<file path="config.mk">
export PLATFORM = sky130hd
export DESIGN_NAME = sw_debounce
export DESIGN_NICKNAME = d
export VERILOG_FILES = /design/src/rtl/sw_debounce.sv
export SDC_FILE = /design/constraint.sdc
export NUM_CORES = 1
export LEC_CHECK = 0
export ABC_AREA = 1
export CAP_MARGIN = 20
export CORE_UTILIZATION = 49
export CTS_CLUSTER_SIZE = 24
export DETAILED_ROUTE_END_ITERATION = 8
export HOLD_SLACK_MARGIN = 0.05
export PLACE_DENSITY_LB_ADDON = 0.12
export SETUP_SLACK_MARGIN = 0.3
export SLEW_MARGIN = 10
export SYNTH_ARGS = -nofsm -noshare
export SYNTH_HDL_FRONTEND = slang
export SYNTH_SLANG_ARGS = --single-unit
</file>
<file path="constraint.sdc">
create_clock -name CLK100MHZ -period 1.3 [get_ports CLK100MHZ]
set_input_delay 0.26 -clock CLK100MHZ [delete_from_list [all_inputs] [get_ports CLK100MHZ]]
set_output_delay 0.26 -clock CLK100MHZ [all_outputs]
set_load 0.02 [all_outputs]
</file>
<file path="src/rtl/sw_debounce.sv">
// Per-bit switch conditioner: two-flop synchroniser followed by a tick-gated
// debounce counter, producing clean levels plus registered rise/fall/changed pulses.
module sw_debounce #(
  parameter int N      = 16,
  parameter int STABLE = 4
) (
  input  logic         CLK100MHZ,
  input  logic         rst,
  input  logic         tick,
  input  logic [N-1:0] sw_in,
  output logic [N-1:0] sw_out,
  output logic [N-1:0] rise,
  output logic [N-1:0] fall,
  output logic         changed
);

  localparam int CW = $clog2(STABLE + 1);
  localparam logic [CW-1:0] LAST = CW'(STABLE - 1);

  logic [N-1:0] sync1_reg;
  logic [N-1:0] sync2_reg;
  logic [N-1:0] sw_out_reg;
  logic [N-1:0] sw_out_next;
  logic [N-1:0] rise_reg;
  logic [N-1:0] rise_next;
  logic [N-1:0] fall_reg;
  logic [N-1:0] fall_next;
  logic         changed_reg;
  logic         changed_next;

  genvar gi;
  generate
    for (gi = 0; gi < N; gi++) begin : g_bit
      logic [CW-1:0] cnt_reg;
      logic [CW-1:0] cnt_next;
      logic          mismatch;
      logic          accept;

      assign mismatch = sync2_reg[gi] ^ sw_out_reg[gi];
      assign accept   = tick && mismatch && (cnt_reg == LAST);

      // Any matching tick drops back to idle, so short glitches never accumulate.
      always_comb begin
        cnt_next = cnt_reg;
        if (tick) begin
          if (!mismatch || accept) begin
            cnt_next = '0;
          end else begin
            cnt_next = cnt_reg + CW'(1);
          end
        end
      end

      always_ff @(posedge CLK100MHZ) begin
        if (rst) begin
          cnt_reg <= '0;
        end else begin
          cnt_reg <= cnt_next;
        end
      end

      assign sw_out_next[gi] = accept ? sync2_reg[gi] : sw_out_reg[gi];
      assign rise_next[gi]   = accept &  sync2_reg[gi];
      assign fall_next[gi]   = accept & ~sync2_reg[gi];
    end
  endgenerate

  assign changed_next = |(rise_next | fall_next);

  // Pulses are registered alongside sw_out so they coincide with the new level.
  always_ff @(posedge CLK100MHZ) begin
    if (rst) begin
      sync1_reg   <= '0;
      sync2_reg   <= '0;
      sw_out_reg  <= '0;
      rise_reg    <= '0;
      fall_reg    <= '0;
      changed_reg <= 1'b0;
    end else begin
      sync1_reg   <= sw_in;
      sync2_reg   <= sync1_reg;
      sw_out_reg  <= sw_out_next;
      rise_reg    <= rise_next;
      fall_reg    <= fall_next;
      changed_reg <= changed_next;
    end
  end

  assign sw_out  = sw_out_reg;
  assign rise    = rise_reg;
  assign fall    = fall_reg;
  assign changed = changed_reg;

endmodule

</file>
**After elaboration in Yosys (flattened, before gate mapping)**

Cells that the tools add are included.

- Bits in registers: 129
- Input bits: 19
- Output and inout bits: 49
- Logic and storage cells: 215

- Add/sub/neg operators: 16
- Equal/unequal tests: 16
- Muxes and demuxes: 16
- Bitwise gates (word level): 65
- Reduce and logical (&&, ||, !) cells: 65

Operators with widths:

| cell | count |
|---|---|
| $add A3 B1 Y3 const B | 16 |
| $eq A3 B2 Y1 const B | 16 |
| $mux W3 | 16 |
| $and A1 B1 Y1 | 32 |
| $logic_and A1 B1 Y1 | 32 |
| $logic_not A1 Y1 | 16 |
| $logic_or A1 B1 Y1 | 16 |
| $not A1 Y1 | 16 |
| $or A16 B16 Y16 | 1 |
| $reduce_or A16 Y1 | 1 |
| $xor A1 B1 Y1 | 16 |

**Logic depth before layout (Yosys ltp)**

Gate-level depths: netlist (run 1).

- Word-level depth: 6
- Mapped depth: 10
- Mapped depth without buffers: 10

**Worst setup path before layout (run 1)**

Ideal clock, no wire load.

- Path kind: reg2reg
- Start point: reg g_bit[6].cnt_reg[0]
- End point: reg changed_reg (netlist: changed)
- Library setup time: 128 ps
- Arrival time: 1196 ps
- Data required time: 1172 ps
- Slack: -24 ps
- Stages on the path, launching flop included: 11
- Buffers on the path: 0
- Period minus slack after synthesis: 1324 ps
- Cell sequence: dfxtp_1 -> ha_1 -> ha_1 -> nand2_1 -> inv_1 -> nand3_1 -> nand2_1 -> nor2_1 -> nand2_1 -> nor2_1 -> nor2_1

- Cells in the longest elaborated chain, start to end: 5
- Elaborated cells between the ends (all ways): 6

RTL lines:

| element | RTL line | RTL |
|---|---|---|
| start, declared | 34 | `logic [CW-1:0] cnt_reg;` |
| start signal, assigned | 58 | `cnt_reg <= cnt_next;` |
| $eq A3 B2 Y1 (*) | 40 | `assign accept = tick && mismatch && (cnt_reg == LAST);` |
| $logic_and A1 B1 Y1 (*) | 40 |  |
| $and A1 B1 Y1 (on tied branches) | 63, 64 |  |
| $or A16 B16 Y16 (*) | 68 | `assign changed_next = \|(rise_next \| fall_next);` |
| $reduce_or A16 Y1 (*) | 68 |  |
| end signal, assigned | 85 | `changed_reg <= changed_next;` |
| end, declared | 28 | `logic changed_reg;` |

Mark *: on every way between the ends. The rest lies on a longest branch, timed or not.
A chain may end at the register's enable or synchronous reset.

**Worst setup path in the final report (run 1)**

- Start point: reg g_bit[11].cnt_reg[1]
- End point: reg changed_reg (netlist: changed)

- Cells in the longest elaborated chain, start to end: 5
- Elaborated cells between the ends (all ways): 6

RTL lines:

| element | RTL line |
|---|---|
| start, declared | 34 |
| start signal, assigned | 58 |
| $eq A3 B2 Y1 (*) | 40 |
| $logic_and A1 B1 Y1 (*) | 40 |
| $and A1 B1 Y1 (on tied branches) | 63, 64 |
| $or A16 B16 Y16 (*) | 68 |
| $reduce_or A16 Y1 (*) | 68 |

Marked as above.

==> flow_metrics.tcl, run 1 <==
set metrics [dict create \
    status "finished with violations" \
    violations "design-rule violations, negative setup slack" \
    crit_path_max_fanout 2 \
    fin_crit_sh 1.12 \
    yosys-top-cells-count "139 x nand2_1, 129 x dfxtp_1, 94 x inv_1" \
    async_reset_ff_frac 0 \
    antenna_cells 0 \
    netlist.area_leader.share 0.501 \
    grt_max_degree 42 \
    utilization 0.840 \
    ys_seq_area_frac 0.501 \
    track_usage 0.236 \
    ys.flop_type "dfxtp_1" \
    clockBufferDepth 2 \
    rsz0062_at_grt "yes" \
    min_period_ns 1.46 \
    chipWidth_um 105 \
    root_buffer "clkbuf_8" \
    pin_count 68 \
    core-area_um2 10300 \
    synth_area_leaders "dfxtp_1 50%, nand2_1 10%, ha_1 7.8%" \
    path_cells "ha_4 > ha_4 > nand2_4 > nand3b_1 > nand2_1 > nor2_2 > nand2_1 > nor2_1 > nor2_1" \
    stdcell_area_um2 8630 \
    cts_max_level 4 \
    finalSetupViolations 19 \
    drtIter0Drc 192 \
    wirelength_um 13900 \
    clk_latency_ns 0.51 \
    synth_largest_area_cell "dfxtp_1" \
    slowest_stage "dfxtp_2" \
    power_leakage_nw 3.64 \
    drv_slew 0 \
    ys_ff_latch 129 \
    ir_worst_vdd_v 0.000726 \
    cts_hold_buffers 0 \
    grt_pass1_vias 4709 \
    crit_required_ns 1.70 \
    max_freq_ghz 0.686 \
    port_buffers 67 \
    drc 2 \
    tritoncts "done" \
    relSlewSlack 0.807 \
    wl_per_cell_um 14.7 \
    hold_viol_final 0 \
    fill_cells 547 \
    fin_skew_ns 0.00662 \
    critPathTopFamily "simple AND/OR/NAND/NOR gates" \
    place_ws_ns -0.175 \
    crit_path_start_kind "flop" \
    powerDensity_nw_per_um2 1050 \
    clk_pin_slew_worst_paths_ns 0.06 \
    dieArea_um2 10900 \
    seq_area_um2 2690 \
    dp_hpwl_um 7310 \
    gp_congestion 0.764 \
    finalNetCount 851 \
    antenna_found_initial 0 \
    grt_pass1_wl_um 20900 \
    placedInstanceArea_um2 6980 \
    yosysWarnings 0 \
    crit_type "flop to flop" \
    cpPeakStageDelay_ns 0.33 \
    syn2layout_area_growth_pct 67.4 \
    postRouteAntennaNets 0 \
    vias 4749 \
    synth.avg_cell_area_um2 8.11 \
    maxCapViolations 0 \
    cts_buffers 17 \
    cts_num_sinks 129 \
    critical_path_buf_inv_count 0 \
    worst_pin_slew_ns 0.290 \
    die_y_um 105 \
    hp-class "input port to flop" \
    dr.pass1.iters 6 \
    start_util 0.502 \
    syn_inst 636 \
    multi_input_area_um2 3130 \
    largest_reg_flops 48 \
    synth_edf_count 0 \
    cp.arrival_ns 1.86 \
    syn_nets 687 \
    yosysMostFrequentCell "nand2_1" \
    grt_overflow 0 \
    setup_ws_ns -0.157 \
    yosysUniqueCellTypes 24 \
    end_kind "flop" \
    row_count 37 \
    drive_gt1_frac 0.528 \
    via_per_inst 5.01 \
    synth_area_um2 5150 \
]
-- metal layers --
metal  wire [um]  global-route usage
met1        5610               0.265
met2        7590               0.431
met3         452              0.0468
met4         252               0.102
met5           0                   0
-- worst paths after layout --
kind,startpoint,cells past startpoint,slack [ns],end
max,g_bit[11].cnt_reg[1],9,-0.16,changed
min,rst,2,0.11,rise[10]
max reg2reg,g_bit[11].cnt_reg[1],9,-0.16,changed
min reg2reg,sync1_reg[6],2,0.40,sync2_reg[6]
-- timing repair --
item | 4_1_cts | 5_1_grt
resized for setup | 451 | 55
gates cloned | 0 | 0
setup endpoints to repair | 138 | 143
setup buffers | 30 | 9
pin swaps | 57 | 44
-- metrics by stage --
stage / power, W / std cells / hold WS, ns / setup TNS [ns]
floorplan: 0.00440 / 636 / 0.367 / 0
global placement: 0.00457 / 878 / 0.390 / -1.18
detailed placement: 0.00458 / 878 / 0.395 / -1.98
CTS: 0.00906 / 938 / 0.0949 / -0.287
global route: 0.00939 / 947 / 0.116 / -2.48
finish: 0.00908 / 947 / 0.110 / -0.784
-- report_power, final --
| group | switching (W) | internal (W) |
|---|---|---|
| Combinational | 0.000290 | 0.000225 |
| Sequential | 0.0000568 | 0.00402 |
| Clock | 0.00169 | 0.00280 |
-- area by class of cell --
type / count / share of cell area
Multi-Input combinational cell: 389 / 0.363
Sequential cell: 129 / 0.312
Timing Repair Buffer: 168 / 0.197
Clock buffer: 21 / 0.0521
Inverter: 95 / 0.0431
Tap cell: 136 / 0.0197
Clock inverter: 9 / 0.0128
-- cells in the final DEF (no fill, tap or decap), drive strengths merged --
cell type      netlist  layout
o21ai                6       6
clkinv               0       4
inv                 95      95
nand3               26      26
buf                 12     152
clkinvlp             0       3
nand4               14      14
ha                  32      32
clkbuf              11      21
clkdlybuf4s50        0      16
bufinv               0       2
a21oi               48      48
or2                  5       5
dfxtp              129     129
a211oi              10      10
nor2                85      85
nor3                17      17
nand3b               7       7
nand2              139     139
-- logic make-up after synthesis --
logic type | share of synthesized area
AO/OA/AOI/OAI | 0.0718
adder cells (fa/ha/maj) | 0.0777
buffers and inverters | 0.0968
flip-flops | 0.501
AND/OR/NAND/NOR | 0.253
Power figures use the tool's default switching activity.
==> run 2, diff against run 1 <==
--- a/config.mk
+++ b/config.mk
@@ -6,7 +6,7 @@
 export NUM_CORES = 1
 export LEC_CHECK = 0
 export ABC_AREA = 1
-export CAP_MARGIN = 20
+export CAP_MARGIN = 0
 export CORE_UTILIZATION = 49
 export CTS_CLUSTER_SIZE = 24
 export DETAILED_ROUTE_END_ITERATION = 8
==> results of run 2 <==
Same layout as run 1: the final DEF is identical, and so are final timing and power.
